## config.mk

```make
export PLATFORM = sky130hd
export DESIGN_NAME = hue_sequencer
export DESIGN_NICKNAME = d
export VERILOG_FILES = /design/src/rtl/hue_sequencer_pkg.sv /design/src/rtl/hue_pwm_counter.sv /design/src/rtl/hue_sequencer.sv
export SDC_FILE = /design/constraint.sdc
export NUM_CORES = 1
export LEC_CHECK = 0
export ABC_AREA = 0
export BUFFER_PORTS_ARGS = -buffer_cell sky130_fd_sc_hd__clkbuf_2
export CORE_MARGIN = 8
export CORE_UTILIZATION = 51
export DETAILED_ROUTE_END_ITERATION = 8
export PLACE_DENSITY_LB_ADDON = 0.08
export SLEW_MARGIN = 20
export SYNTH_ARGS = -nofsm -noshare
export SYNTH_HDL_FRONTEND = slang
export SYNTH_SLANG_ARGS = --single-unit
```

## constraint.sdc

```tcl
create_clock -name clk -period 3.4 [get_ports clk]
set_clock_uncertainty 0.15 [all_clocks]
set_input_delay 0.68 -clock clk [delete_from_list [all_inputs] [get_ports clk]]
set_output_delay 0.68 -clock clk [all_outputs]
set_load 0.005 [all_outputs]
```

## src/rtl/hue_sequencer_pkg.sv

```systemverilog
// Shared definitions for the hue sequencer colour wheel.
//   state_width()  : width of the hue-state index for a given channel count
//   led_inactive() : idle LED level for a given ACTIVE_LOW setting
//   *_MIN / *_MAX  : legal ranges of the top-level parameters
package hue_sequencer_pkg;

  localparam int CHANNELS_MIN         = 2;
  localparam int CHANNELS_MAX         = 8;
  localparam int PWM_PERIOD_MIN       = 2;
  localparam int PWM_PERIOD_MAX       = 65535;
  localparam int PERIODS_PER_STEP_MIN = 1;
  localparam int PERIODS_PER_STEP_MAX = 255;

  // Idle LED level when the output is active-low.
  localparam logic LED_INACTIVE_ACTIVE_LOW = 1'b1;

  // Each channel owns two states (hold-rising, falling-hold).
  function automatic int state_width(input int channels);
    return $clog2(2 * channels);
  endfunction

  function automatic logic led_inactive(input int active_low);
    return (active_low != 0) ? LED_INACTIVE_ACTIVE_LOW : ~LED_INACTIVE_ACTIVE_LOW;
  endfunction

endpackage

```

## src/rtl/hue_pwm_counter.sv

```systemverilog
// Shared PWM timebase for all LED channels.
//   clk, reset     : clock, synchronous active-high reset
//   restart_i      : forces cnt=0 and duty=0 on the next edge
//   duty_i         : duty value to load at the end of the current period
//   period_end_o   : high while cnt == PWM_PERIOD-1
//   ramp_on_o      : PWM compare (cnt < duty) for the ramping channel
module hue_pwm_counter #(
  parameter int PWM_PERIOD = 46875,
  parameter int LVL_W      = $clog2(PWM_PERIOD + 1)
) (
  input  logic             clk,
  input  logic             reset,
  input  logic             restart_i,
  input  logic [LVL_W-1:0] duty_i,
  output logic             period_end_o,
  output logic             ramp_on_o
);

  localparam int CNT_W = $clog2(PWM_PERIOD);

  logic [CNT_W-1:0] cnt_q, cnt_d;
  logic [LVL_W-1:0] duty_q, duty_d;
  logic             period_end;

  assign period_end = (cnt_q == CNT_W'(PWM_PERIOD - 1));

  // Duty only changes at the period boundary so a period never sees two duties.
  always_comb begin
    cnt_d  = period_end ? '0 : cnt_q + 1'b1;
    duty_d = period_end ? duty_i : duty_q;
    if (restart_i) begin
      cnt_d  = '0;
      duty_d = '0;
    end
  end

  always_ff @(posedge clk) begin
    if (reset) begin
      cnt_q  <= '0;
      duty_q <= '0;
    end else begin
      cnt_q  <= cnt_d;
      duty_q <= duty_d;
    end
  end

  assign period_end_o = period_end;
  assign ramp_on_o    = (LVL_W'(cnt_q) < duty_q);

endmodule

```

## src/rtl/hue_sequencer.sv

```systemverilog
// Colour-wheel LED sequencer: cross-fades CHANNELS LEDs around a wheel of
// 2*CHANNELS hue states using one shared PWM timebase.
//   clk, reset      : clock, synchronous active-high reset
//   run_i           : 1 advances brightness, 0 freezes it (PWM keeps running)
//   restart_i       : return to state 0, level 0 on the next edge
//   led_o           : registered LED drive (inverted when ACTIVE_LOW=1)
//   state_o         : current hue state
//   segment_done_o  : one-cycle pulse after each state advance
// Build option: define HUE_SEQUENCER_GAMMA_EN for a square-law ramp
// (duty = x*x/PWM_PERIOD) instead of the default linear ramp.
module hue_sequencer
  import hue_sequencer_pkg::*;
#(
  parameter int CHANNELS         = 3,
  parameter int PWM_PERIOD       = 46875,
  parameter int PERIODS_PER_STEP = 1,
  parameter int ACTIVE_LOW       = 1
) (
  input  logic                             clk,
  input  logic                             reset,
  input  logic                             run_i,
  input  logic                             restart_i,
  output logic [CHANNELS-1:0]              led_o,
  output logic [state_width(CHANNELS)-1:0] state_o,
  output logic                             segment_done_o
);

  localparam int   ST_W       = state_width(CHANNELS);
  localparam int   LVL_W      = $clog2(PWM_PERIOD + 1);
  localparam int   PS_W       = (PERIODS_PER_STEP > 1) ? $clog2(PERIODS_PER_STEP) : 1;
  localparam int   NUM_STATES = 2 * CHANNELS;
  localparam logic LED_OFF    = led_inactive(ACTIVE_LOW);

  if (CHANNELS < CHANNELS_MIN || CHANNELS > CHANNELS_MAX ||
      PWM_PERIOD < PWM_PERIOD_MIN || PWM_PERIOD > PWM_PERIOD_MAX ||
      PERIODS_PER_STEP < PERIODS_PER_STEP_MIN ||
      PERIODS_PER_STEP > PERIODS_PER_STEP_MAX) begin : g_bad_params
    $error("hue_sequencer: parameter out of legal range");
  end

  logic [LVL_W-1:0]    level_q, level_d, lvl_stp;
  logic [PS_W-1:0]     presc_q, presc_d, presc_stp;
  logic [ST_W-1:0]     state_q, state_d, st_stp;
  logic                seg_done_q, seg_done_d;
  logic                adv_stp, step;
  logic [LVL_W-1:0]    duty_next;
  logic                period_end, ramp_on;
  logic [CHANNELS-1:0] led_q, led_d, drive;
  int                  lead_ch, next_ch;

  // Even states ramp up with the level, odd states ramp down.
  function automatic logic [LVL_W-1:0] lin_duty(input logic [LVL_W-1:0] lvl,
                                                input logic [ST_W-1:0]  st);
    return st[0] ? (LVL_W'(PWM_PERIOD) - lvl) : lvl;
  endfunction

  hue_pwm_counter #(
    .PWM_PERIOD (PWM_PERIOD),
    .LVL_W      (LVL_W)
  ) u_pwm (
    .clk          (clk),
    .reset        (reset),
    .restart_i    (restart_i),
    .duty_i       (duty_next),
    .period_end_o (period_end),
    .ramp_on_o    (ramp_on)
  );

  // Candidate values if this period end were a brightness step; they depend
  // only on registered state, so they are stable for the whole period.
  always_comb begin
    presc_stp = presc_q + 1'b1;
    lvl_stp   = level_q;
    st_stp    = state_q;
    adv_stp   = 1'b0;
    if (presc_q == PS_W'(PERIODS_PER_STEP - 1)) begin
      presc_stp = '0;
      if (level_q == LVL_W'(PWM_PERIOD)) begin
        lvl_stp = '0;
        adv_stp = 1'b1;
        st_stp  = (state_q == ST_W'(NUM_STATES - 1)) ? '0 : state_q + 1'b1;
      end else begin
        lvl_stp = level_q + 1'b1;
      end
    end
  end

  // Restart overrides any step taken at the same edge.
  always_comb begin
    step       = period_end & run_i;
    level_d    = step ? lvl_stp   : level_q;
    presc_d    = step ? presc_stp : presc_q;
    state_d    = step ? st_stp    : state_q;
    seg_done_d = step & adv_stp;
    if (restart_i) begin
      level_d    = '0;
      presc_d    = '0;
      state_d    = '0;
      seg_done_d = 1'b0;
    end
  end

`ifdef HUE_SEQUENCER_GAMMA_EN
  localparam int SQ_W = 2 * LVL_W;

  function automatic logic [LVL_W-1:0] gamma(input logic [LVL_W-1:0] x);
    logic [SQ_W-1:0] xe;
    logic [SQ_W-1:0] sq;
    xe = {{LVL_W{1'b0}}, x};
    sq = xe * xe;
    return LVL_W'(sq / SQ_W'(PWM_PERIOD));
  endfunction

  // Square-law stage: both possible next duties are precomputed a cycle
  // early; the period-end reload just picks one based on run_i.
  logic [LVL_W-1:0] gamma_stp_q, gamma_stp_d, gamma_hold_q, gamma_hold_d;

  always_comb begin
    gamma_stp_d  = gamma(lin_duty(lvl_stp, st_stp));
    gamma_hold_d = gamma(lin_duty(level_q, state_q));
  end

  always_ff @(posedge clk) begin
    gamma_stp_q  <= gamma_stp_d;
    gamma_hold_q <= gamma_hold_d;
  end

  assign duty_next = run_i ? gamma_stp_q : gamma_hold_q;
`else
  assign duty_next = lin_duty(level_d, state_d);
`endif

  // State 2i: channel i on, channel i+1 ramps up.
  // State 2i+1: channel i ramps down, channel i+1 on.
  always_comb begin
    lead_ch = int'(state_q) / 2;
    next_ch = (lead_ch + 1 == CHANNELS) ? 0 : lead_ch + 1;
    drive   = '0;
    for (int c = 0; c < CHANNELS; c++) begin
      if (c == lead_ch)      drive[c] = state_q[0] ? ramp_on : 1'b1;
      else if (c == next_ch) drive[c] = state_q[0] ? 1'b1 : ramp_on;
    end
    led_d = (ACTIVE_LOW != 0) ? ~drive : drive;
  end

  always_ff @(posedge clk) begin
    if (reset) begin
      level_q    <= '0;
      presc_q    <= '0;
      state_q    <= '0;
      seg_done_q <= 1'b0;
      led_q      <= {CHANNELS{LED_OFF}};
    end else begin
      level_q    <= level_d;
      presc_q    <= presc_d;
      state_q    <= state_d;
      seg_done_q <= seg_done_d;
      led_q      <= led_d;
    end
  end

  assign led_o          = led_q;
  assign state_o        = state_q;
  assign segment_done_o = seg_done_q;

endmodule

```

==> run metrics <==
outcome finished, final reports clean; die area 0.00929 mm²; Max-Cap Viols 0; EDFF count, synth 0; fin util 58.8%; Clock Sinks 55; ys async rst share 0%; vias 2850; measured slew at the worst slew-check pin 0.617 ns; Seq cells post-synth 55; Synth Area in Compound Gates 15.8%; final hold viol count 0; clock root buffer clkbuf_8; final setup vio count 0; maximum vdd drop 0.249 mV; WL/cell 15.4 µm; Layout Nets 447; adder-cell share of the synthesized area 7.21%; clock tree buffer depth 2; clk slew on worst S/H paths 0.09 ns; Data arrival, critical path 3.27 ns; CP Capture Type register; IO Pins 11; YS warnings 0; Synth cell types 56; routing usage on met2 28.3%; syn nets 420; most used routing layer met2; max incr delay on CP 0.49 ns; met3 Track Usage GR 3.17%; wirelength, routed 7750 µm; CP Class reg -> reg; P_leak 1.41 nW; Total Power 1.07 mW; gpl congestion 0.895; GRT Total Usage 18.1%; GRT overflow 0; fmax 312 MHz; starting density of the core 52.2%; final period utilization 94.2%; Routed Antenna Nets 0; initial antenna violation count 0; cell row count 29; CP top delay family compound AO/OA/AOI/OAI gates; Seq/Total Area, Yosys 33.4%; largest net degree at the start of global routing 23; # diodes 0; worst path required time 3.47 ns; Post-Synth XOR/XNOR Area 9.57%; vias in the first global route 2754; detailed-route DRC error count 0; Finished Cell Area 0.00371 mm²; vias per cell 5.68; Worst Hold Class reg -> reg; Clock Latency Late Sink 0.31 ns; CTS tree built; Inserted Clock Buffers 5; Area growth syn-to-layout 12.7%; Final Slew Violations 0; Mapped Cells 397; H-tree level count 2; Buffers & Inverters on Critical Path 1; # port buffers 10; Post-Syn Area 0.00330 mm²; core area 0.00631 mm²; PwrDens 287 mW/mm²; min Tclk post-route 3.20 ns; Die H 96.4 µm; DR iter-0 viols 133; placed instance area 0.00358 mm²; Post-Synth Simple-Gate Area 28.1%; Top FF cell, synth dfxtp_1; largest family of logic cells by synthesized area simple AND/OR/NAND/NOR gates; grt met1 use 25.5%; Detailed Routing Iterations Pass 1 4; critical-path cell list ha_1 > or4b_1 > nor4_4 > buf_4 > o21ai_1 > mux2_4 > a2111oi_4 > o21ai_2 > nor2b_1 > o21a_1 > o32ai_1; CP max stage cell or4b_1; worst rel slew slack 58.9%; post-synthesis mux area share 1.06%; Die Span X 96.4 µm; first-pass GRT wire length 13300 µm; share of layout cells above drive strength 1 16.7%; startpoint type of the worst setup path register; DP Wirelength 5950 µm; Synth Area per Inst 8.30 µm²; cts hold-fix bufs 0; Crit Path Max Fanout 7
## where the power goes
part	switching [mW]	total, mW	internal (mW)
registers	0.000926	0.647	0.646
clock network	0.220	0.387	0.167
logic	0.0237	0.0333	0.00958
## worst register-to-register path, cell delays in order, from the launching register on
cell and delay (ns):
dfxtp_1 0.35, ha_1 0.21, or4b_1 0.49, nor4_4 0.19
buf_4 0.21, o21ai_1 0.09, mux2_4 0.31, a2111oi_4 0.42
o21ai_2 0.11, nor2b_1 0.14, o21a_1 0.18, o32ai_1 0.25
## layout make-up
| type | count | area, µm² |
|---|---|---|
| Tap cell | 77 | 96.3 |
| Sequential cell | 55 | 1100 |
| Timing Repair Buffer | 40 | 275 |
| Clock buffer | 6 | 82.6 |
| Multi-Input combinational cell | 300 | 2060 |
| Inverter | 22 | 82.6 |
| Fill cell | 614 | 2600 |
| Clock inverter | 2 | 16.3 |
## layout by cell type, fill, tap and decap left out, types with 6 or more instances in the layout
cell	n
nor2_1	60
dfxtp_1	53
buf_4	30
nand2_1	27
inv_1	22
ha_1	19
xor2_1	18
xnor2_1	18
a21oi_1	15
nand4_1	13
nand3_1	12
a211oi_1	12
o21ai_0	11
nor3_1	10
clkbuf_2	10
nor2b_1	8
and3_1	7
a21o_1	7
clkbuf_8	6
## cells in the mapped netlist, drive strengths merged, types with 2 or more instances
library cell,number,area [µm²]
and2,4,25.0
o31ai,2,20.0
or3,3,18.8
nand2,27,101
a211oi,12,90.1
mux2i,2,20.0
xnor2,18,158
and3,7,43.8
nand2b,3,18.8
and4,5,43.8
clkbuf,19,71.3
o32ai,2,17.5
dfxtp,55,1100
xor2,18,158
o21ai,14,73.8
nor3b,2,15.0
nor4b,2,23.8
or4b,2,23.8
ha,19,238
a21oi,17,92.6
nor3,10,50.1
nand3,12,60.1
nor2b,8,50.1
a21o,7,52.6
nor2,61,229
or4,3,25.0
nand3b,2,15.0
a32oi,2,17.5
nor4,5,61.3
inv,22,82.6
a211o,2,17.5
nand4,13,81.3
a2111oi,3,63.8
## flip-flops by register name, summed over array words and instances, names as in the netlist
name / cells
state_o: 3
led_o: 3
u_pwm.duty_q: 16
u_pwm.cnt_q: 16
level_q: 16
segment_done_o: 1
## per-layer routing
metal	wire [µm]	up-vias
li1	-	1449
met1	3940	1355
met2	3480	41
met3	272	5
met4	50	0
met5	0	-
## final timing paths
| kind | start | cells past startpoint | end | slack, ns |
|---|---|---|---|---|
| worst max-delay path | level_q[0] | 11 | u_pwm.duty_q[15] | 0.20 |
| worst min-delay path | u_pwm.duty_q[15] | 2 | u_pwm.duty_q[15] | 0.34 |
| worst max register to register | level_q[0] | 11 | u_pwm.duty_q[15] | 0.20 |
| worst min register to register | u_pwm.duty_q[15] | 2 | u_pwm.duty_q[15] | 0.34 |
## repair_timing
| action | 4_1_cts | 5_1_grt |
|---|---|---|
| endpoints found under the setup margin | 0 | 4 |
| resized for setup | 0 | 7 |
| setup buffers | 0 | 2 |
| hold endpoints to repair | 0 | 0 |
## cells by family after synthesis
logic type / Yosys count
adder cells (fa/ha/maj): 19
XOR/XNOR: 36
AO/OA/AOI/OAI: 69
AND/OR/NAND/NOR: 173
flip-flops: 55
buffers and inverters: 42
multiplexers: 3
## through the flow
| stage | TNS [ns] | hold slack, ns | worst slack [ns] | instances |
|---|---|---|---|---|
| 2_1_floorplan | 0 | 0.294 | 0.141 | 397 |
| 5_1_grt | -0.0311 | 0.355 | -0.0311 | 502 |
| 3_5_place_dp | -0.144 | 0.328 | -0.0825 | 492 |
| 6_report | 0 | 0.341 | 0.198 | 502 |
| 3_3_place_gp | 0 | 0.331 | 0.0599 | 492 |
| 4_1_cts | 0 | 0.343 | 0.0837 | 500 |
No activity file was read; power rests on OpenSTA's default activity.
